===== src/rtl/output_port_fifo.sv =====
// Output-port flit FIFO: takes the arbiter-selected input flit on a valid one-hot grant
// and presents it to the link with first-word fall-through valid/ready.
module output_port_fifo #(
  parameter  int FLIT_WIDTH = 16,
  parameter  int DEPTH      = 4,
  localparam int CNT_W      = $clog2(DEPTH + 1)
) (
  input  logic                    clk,
  input  logic                    rst,
  input  logic [2:0]              grant_i,
  input  logic                    grant_v_i,
  input  logic [3*FLIT_WIDTH-1:0] flit_i,
  output logic                    buffer_full_o,
  output logic [FLIT_WIDTH-1:0]   data_o,
  output logic                    valid_o,
  input  logic                    ready_i,
  output logic [CNT_W-1:0]        count_o,
  output logic                    grant_err_o
);

  localparam int PTR_W = $clog2(DEPTH);

  logic [FLIT_WIDTH-1:0] mem [DEPTH];
  logic [PTR_W-1:0]      wr_ptr;
  logic [PTR_W-1:0]      rd_ptr;
  logic [CNT_W-1:0]      count_r;
  logic                  err_r;

  logic                  one_hot;
  logic                  full;
  logic                  push;
  logic                  pop;
  logic [FLIT_WIDTH-1:0] sel_flit;

  assign one_hot = (grant_i == 3'b001) || (grant_i == 3'b010) || (grant_i == 3'b100);
  assign full    = (count_r == CNT_W'(DEPTH));
  assign push    = grant_v_i && one_hot && !full;
  assign pop     = (count_r != '0) && ready_i;

  // NOTE: every variable written here gets a default first, so no latch is inferred.
  always_comb begin
    sel_flit = '0;
    unique case (grant_i)
      3'b001:  sel_flit = flit_i[0*FLIT_WIDTH +: FLIT_WIDTH];
      3'b010:  sel_flit = flit_i[1*FLIT_WIDTH +: FLIT_WIDTH];
      3'b100:  sel_flit = flit_i[2*FLIT_WIDTH +: FLIT_WIDTH];
      default: sel_flit = '0;
    endcase
  end

  // NOTE: the storage array is deliberately left out of reset; occupancy alone says what is valid.
  always_ff @(posedge clk) begin
    if (push) mem[wr_ptr] <= sel_flit;
  end

  // NOTE: sequential state uses non-blocking assignments so all registers update together.
  always_ff @(posedge clk or posedge rst) begin
    if (rst) begin
      wr_ptr  <= '0;
      rd_ptr  <= '0;
      count_r <= '0;
      err_r   <= 1'b0;
    end else begin
      if (push) wr_ptr <= wr_ptr + 1'b1;
      if (pop)  rd_ptr <= rd_ptr + 1'b1;
      count_r <= count_r + CNT_W'(push) - CNT_W'(pop);
      // Overflow or malformed grant is sticky until reset.
      if (grant_v_i && (!one_hot || full)) err_r <= 1'b1;
    end
  end

  // Full is from registered count only, so it never depends on ready_i within a cycle.
  assign buffer_full_o = full;
  assign valid_o       = (count_r != '0);
  assign data_o        = mem[rd_ptr];
  assign count_o       = count_r;
  assign grant_err_o   = err_r;

endmodule


===== config.mk =====
export PLATFORM = sky130hd
export DESIGN_NAME = output_port_fifo
export DESIGN_NICKNAME = d
export VERILOG_FILES = /design/src/rtl/output_port_fifo.sv
export SDC_FILE = /design/constraint.sdc
export NUM_CORES = 1
export LEC_CHECK = 0
export BUFFER_PORTS_ARGS = -buffer_cell sky130_fd_sc_hd__buf_2
export CAP_MARGIN = 20
export CORE_MARGIN = 8
export CORE_UTILIZATION = 40
export CTS_BUF_LIST = sky130_fd_sc_hd__clkbuf_16
export DETAILED_ROUTE_END_ITERATION = 10
export PLACE_DENSITY = 0.64
export RECOVER_POWER = 50
export SKIP_LAST_GASP = 1
export SYNTH_ARGS = -nofsm -noshare
export SYNTH_HDL_FRONTEND = slang
export SYNTH_SLANG_ARGS = --single-unit

===== constraint.sdc =====
create_clock -name clk -period 4.5 [get_ports clk]
set_clock_uncertainty 0.2 [all_clocks]
set_input_delay 0.225 -clock clk [delete_from_list [all_inputs] [get_ports clk]]
set_output_delay 0.225 -clock clk [all_outputs]
set_load 0.01 [all_outputs]

# ---- After elaboration in Yosys (flattened, before gate mapping)
# Memory sizes are Yosys's and may differ from the RTL's.
# Index checks and enable logic that the tools add are counted.
dict set report op_classes {
  n_mux 3
  n_eq_ne 4
  addsub 4
  reduce_logical 10
}
# cell n
set ops {}
lappend ops {{$pmux 16 s3} 1}
lappend ops {{$eq 3x3->1 const B} 2}
lappend ops {{$add 2x1->2 const B} 2}
lappend ops {{$logic_and 1x1->1} 4}
lappend ops {{$add 3x1->3} 1}
lappend ops {{$eq 3x1->1 const B} 1}
lappend ops {{$eq 3x2->1 const B} 1}
lappend ops {{$logic_or 1x1->1} 3}
lappend ops {{$reduce_bool 3->1} 1}
lappend ops {{$sub 3x1->3} 1}
lappend ops {{$logic_not 1->1} 2}
lappend ops {{$mux 1} 2}
dict set report totals {
  memories 1
  ff_bits 8
  mem_bits_rw 64
  out_inout_bits 22
  elab_cells 26
  inputBits 55
}
# name words width read_ports rd_clocked_by_memory_dff write_ports line
set memory_table {}
lappend memory_table {mem 4 16 1 0 1 23} ;# logic [FLIT_WIDTH-1:0] mem [DEPTH];

# ---- Logic depth before layout (Yosys ltp)
dict set report depth {
  depth_word 7
  mapped_depth 13
  depth_no_buf 11
}

# ---- Worst setup path before layout
# No wires, ideal clock.
dict set report synth_path {
  path_type {reg2reg}
  start {reg count_r[1], in the netlist count_o[1]}
  end {reg count_r[2], in the netlist count_o[2]}
  path_buffers 0
  path_stages_with_launch 10
  synth_period_minus_slack_ps 2512
  setup_ps 129
  arrival_time_ps 2184
  path_slack_ps 1988
  t_required_ps 4171
  path_cell_list {dfrtp_1 -> or3_1 -> and2_1 -> ha_1 -> inv_1 -> ha_1 -> inv_1 -> fa_1 -> xnor2_1 -> xnor2_1}
}
dict set report synth_via {
  elab_cells_between_ends 7
  cone_classes {add/sub (2); eq/ne (1); reduce/logical (4)}
}
# item line
set synth_lines {}
lappend synth_lines {{start, declared} 26} ;# logic [CNT_W-1:0] count_r;
lappend synth_lines {{start signal, assigned} 66} ;# count_r <= count_r + CNT_W'(push) - CNT_W'(pop);
lappend synth_lines {{$reduce_bool 3->1} --}
lappend synth_lines {{via valid_o} 15} ;# output logic valid_o,
lappend synth_lines {{$logic_and 1x1->1} 38} ;# assign pop = (count_r != '0) && ready_i;
lappend synth_lines {{via pop} 32} ;# logic pop;
lappend synth_lines {{$sub 3x1->3} 66}
# The timed path passes the listed nets, and every way through them passes these cells.
# A chain may end at the register's enable or synchronous reset.

# ---- Final worst setup path
dict set report layout_path {
  start {in grant_i[1]}
  end {reg count_r[2], in the netlist count_o[2]}
}
dict set report layout_via {
  elab_chain_cells 7
  elab_cells_between_ends 9
  cone_classes {add/sub (2); eq/ne (3); reduce/logical (4)}
}
# item line
set layout_rtl {}
lappend layout_rtl {{start, declared} 10} ;# input logic [2:0] grant_i,
lappend layout_rtl {{$eq 3x1->1 / $eq 3x2->1 (equally long branches)} 35} ;# assign one_hot = (grant_i == 3'b001) || (grant_i == 3'b010) || (grant_i == 3'b100);
lappend layout_rtl {{$logic_or 1x1->1} 35}
lappend layout_rtl {{$logic_or 1x1->1 (*)} 35}
lappend layout_rtl {{$logic_and 1x1->1 (*) (2 in a row)} 37} ;# assign push = grant_v_i && one_hot && !full;
lappend layout_rtl {{$add 3x1->3 (*)} 66}
lappend layout_rtl {{$sub 3x1->3 (*)} 66}
# Every way passes the cells marked *; elsewhere a longest branch is shown, timed or not.

==> flow_metrics.env <==
export IMPL_outcome="completed"
export IMPL_synth_warnings=0
export IMPL_period_minus_slack_ns=2.59
export IMPL_gp_congestion=0.661
export IMPL_cts_num_sinks=72
export IMPL_slowest_delay_ns=0.59
export IMPL_cts_repair_resize_count=0
export IMPL_dr_first_iter_drc_count=62
export IMPL_grt_max_degree=20
export IMPL_die_area_sq_um=10800
export IMPL_cts_buffers=9
export IMPL_finalMaxSlewViolations=0
export IMPL_drc=0
export IMPL_syn_avg_cell_area_sq_um=16.6
export IMPL_min_period_over_period_pct=57.5
export IMPL_fin_area_sq_um=3860
export IMPL_overflow=0
export IMPL_first_global_vias=2100
export IMPL_rows=32
export IMPL_rsz0062_at_grt="no"
export IMPL_cts_clk_slew_worst_paths_ns=0.05
export IMPL_cp_data_required_time_ns=4.50
export IMPL_syn_to_final_growth_pct=24.6
export IMPL_insertion_delay_ns=0.32
export IMPL_vias=1871
export IMPL_path_max_fanout=19
export IMPL_portBuffers=76
export IMPL_leakagePower_nw=1.45
export IMPL_endpoint_kind="register"
export IMPL_timing_final_ws_setup_ns=1.91
export IMPL_power_total_mw=2.16
export IMPL_firstDrtPassIters=4
export IMPL_hold_viol_final=0
export IMPL_crit_path_top_delay_cell="clkbuf_1"
export IMPL_max_slew_margin_rel_pct=40.2
export IMPL_fillCellCount=649
export IMPL_ir_drop_v=0.000336
export IMPL_min_path_type="input port to register"
export IMPL_cts_setup_buffers=0
export IMPL_grt_usage_pct=13.0
export IMPL_cts_tree="yes"
export IMPL_cts_root_buf="clkbuf_16"
export IMPL_antenna_cells=0
export IMPL_nets=329
export IMPL_syn_nets=248
export IMPL_grt_pass1_wl_mm=11.0
export IMPL_htree_levels=3
export IMPL_core_area_sq_um=7610
export IMPL_ctsHoldBuffers=2
export IMPL_ant_nets=0
export IMPL_netlist_area_sq_um=3100
export IMPL_wl_mm=6.75
export IMPL_ios=77
export IMPL_setup_viol=0
export IMPL_syn_inst=186
export IMPL_crit_type="input port to register"
export IMPL_synth_ff_latch_count=72
export IMPL_critPathLaunchType="input port"
export IMPL_critPathMostFrequentCell="inv_1"
export IMPL_fin_util_pct=50.7
export IMPL_seqCellArea_sq_um=2120
export IMPL_path_cells="clkbuf_1 -> o21ai_0 -> o31a_1 -> and3_1 -> inv_1 -> ha_1 -> inv_1 -> ha_1 -> inv_1 -> fa_1 -> xnor2_1 -> xnor2_1"
export IMPL_post_drt_wl_per_cell_um=18.0
export IMPL_drv_cap=0
export IMPL_max_freq_mhz=386
export IMPL_stdcell_count=374
export IMPL_dpl_cell_area_sq_um=3560
export IMPL_antenna_found_initial=0
export IMPL_cts_path_max_buffers=2
export IMPL_fin_tns_setup_ns=0
export IMPL_placedCellCount=355
export IMPL_holdWs_ns=0.107
export IMPL_crit_arrival_ns=2.59
export IMPL_fp_dieH_um=104
export IMPL_multi_input_area_sq_um=871
export IMPL_drt_vias_per_instance=5.00
export IMPL_power_density_nw_per_um2=559
export IMPL_drive_above_1_share_pct=37.5
export IMPL_die_x_um=104
export IMPL_hpwl_mm=4.63
export IMPL_ys_types=23
export IMPL_start_util_pct=40.7
export IMPL_yosysSeqAreaShare_pct=68.5
export IMPL_dp_slack_ns=1.89
export IMPL_worstMarginPinSlew_ns=0.897
[area by class of cell]
cell class                 instances  area share [%]
multi-input combinational         94            22.6
tap                              102            3.31
timing repair buffer              82            10.8
clock inverter                     7            1.65
inverter                           8           0.778
sequential                        72            55.0
clock buffer                       9            5.84
[layout by cell type, fill, tap and decap left out, types with 2 or more instances in the layout]
cell type / n
buf_2: 69
nor2b_1: 2
inv_1: 9
clkbuf_1: 8
o21ai_0: 17
dlygate4sd3_1: 2
ha_1: 6
clkbuf_16: 9
xnor2_1: 4
nand2_1: 19
buf_4: 3
clkinv_2: 2
edfxtp_1: 64
a22oi_1: 16
mux4_2: 16
and2_1: 4
dfrtp_1: 8
[path summary, 6_finish.rpt]
kind	startpoint	to	slack, ns	cells past startpoint
worst max-delay path	grant_i[1]	count_o[2]	1.91	12
worst min-delay path	flit_i[17]	mem[3][1]	0.11	3
worst max register to register	count_o[1]	count_o[2]	2.01	9
worst min register to register	grant_err_o	grant_err_o	0.27	1
max in group asynchronous	rst	rd_ptr[1]	3.65	3
min in group asynchronous	rst	wr_ptr[0]	0.20	3
[worst max-delay path, delay by kind of cell]
family,cells,cell delay [ns]
AO/OA/AOI/OAI,2,0.37
XOR/XNOR,2,0.26
adder cells (fa/ha/maj),3,0.72
buffers and inverters,4,0.76
AND/OR/NAND/NOR,1,0.24
[flip-flops by register name (all words and copies together) (netlist names)]
signal and cells:
mem 64, grant_err_o 1, count_o 3, wr_ptr 2, rd_ptr 2
[cell usage after synthesis, drive strengths merged]
cell type / count / area [sq um]
edfxtp: 64 / 1920
nand2: 19 / 71.3
o21ai: 17 / 85.1
a22oi: 16 / 120
mux4: 16 / 360
dfrtp: 8 / 200
inv: 8 / 30.0
buf: 6 / 42.5
clkbuf: 6 / 22.5
ha: 6 / 75.1
and2: 5 / 31.3
xnor2: 4 / 35.0
nor2b: 2 / 12.5
a21o: 1 / 7.51
and3: 1 / 6.26
fa: 1 / 20.0
mux2: 1 / 15.0
nor2: 1 / 3.75
nor3b: 1 / 12.5
o31a: 1 / 8.76
or3: 1 / 6.26
xor2: 1 / 8.76
[cells by family after synthesis]
kind of cell / count (synthesis) / synth area share [%]
DFF: 72 / 68.5
xor gates and xnor gates: 5 / 1.41
and+or+nand+nor: 30 / 4.65
adders and majority gates: 7 / 3.07
muxes: 17 / 12.1
AOI/OAI and AO/OA: 35 / 7.15
buffers and inverters: 20 / 3.07
[routing by layer]
| layer | share of wire, % | vias to the layer above | global-route usage (%) |
|---|---|---|---|
| li1 | - | 885 | - |
| met1 | 44 | 902 | 16.2 |
| met2 | 47 | 79 | 20.3 |
| met3 | 8.1 | 5 | 5.51 |
| met4 | 0.50 | 0 | 3.52 |
| met5 | 0 | - | 0 |
[where the power goes]
group	total [mW]	leakage (nW)	internal, mW	switching, mW
clock network	0.673	0.144	0.423	0.250
logic	0.566	0.622	0.290	0.277
registers	0.918	0.683	0.830	0.0877
(Power assumes the default switching activity.)
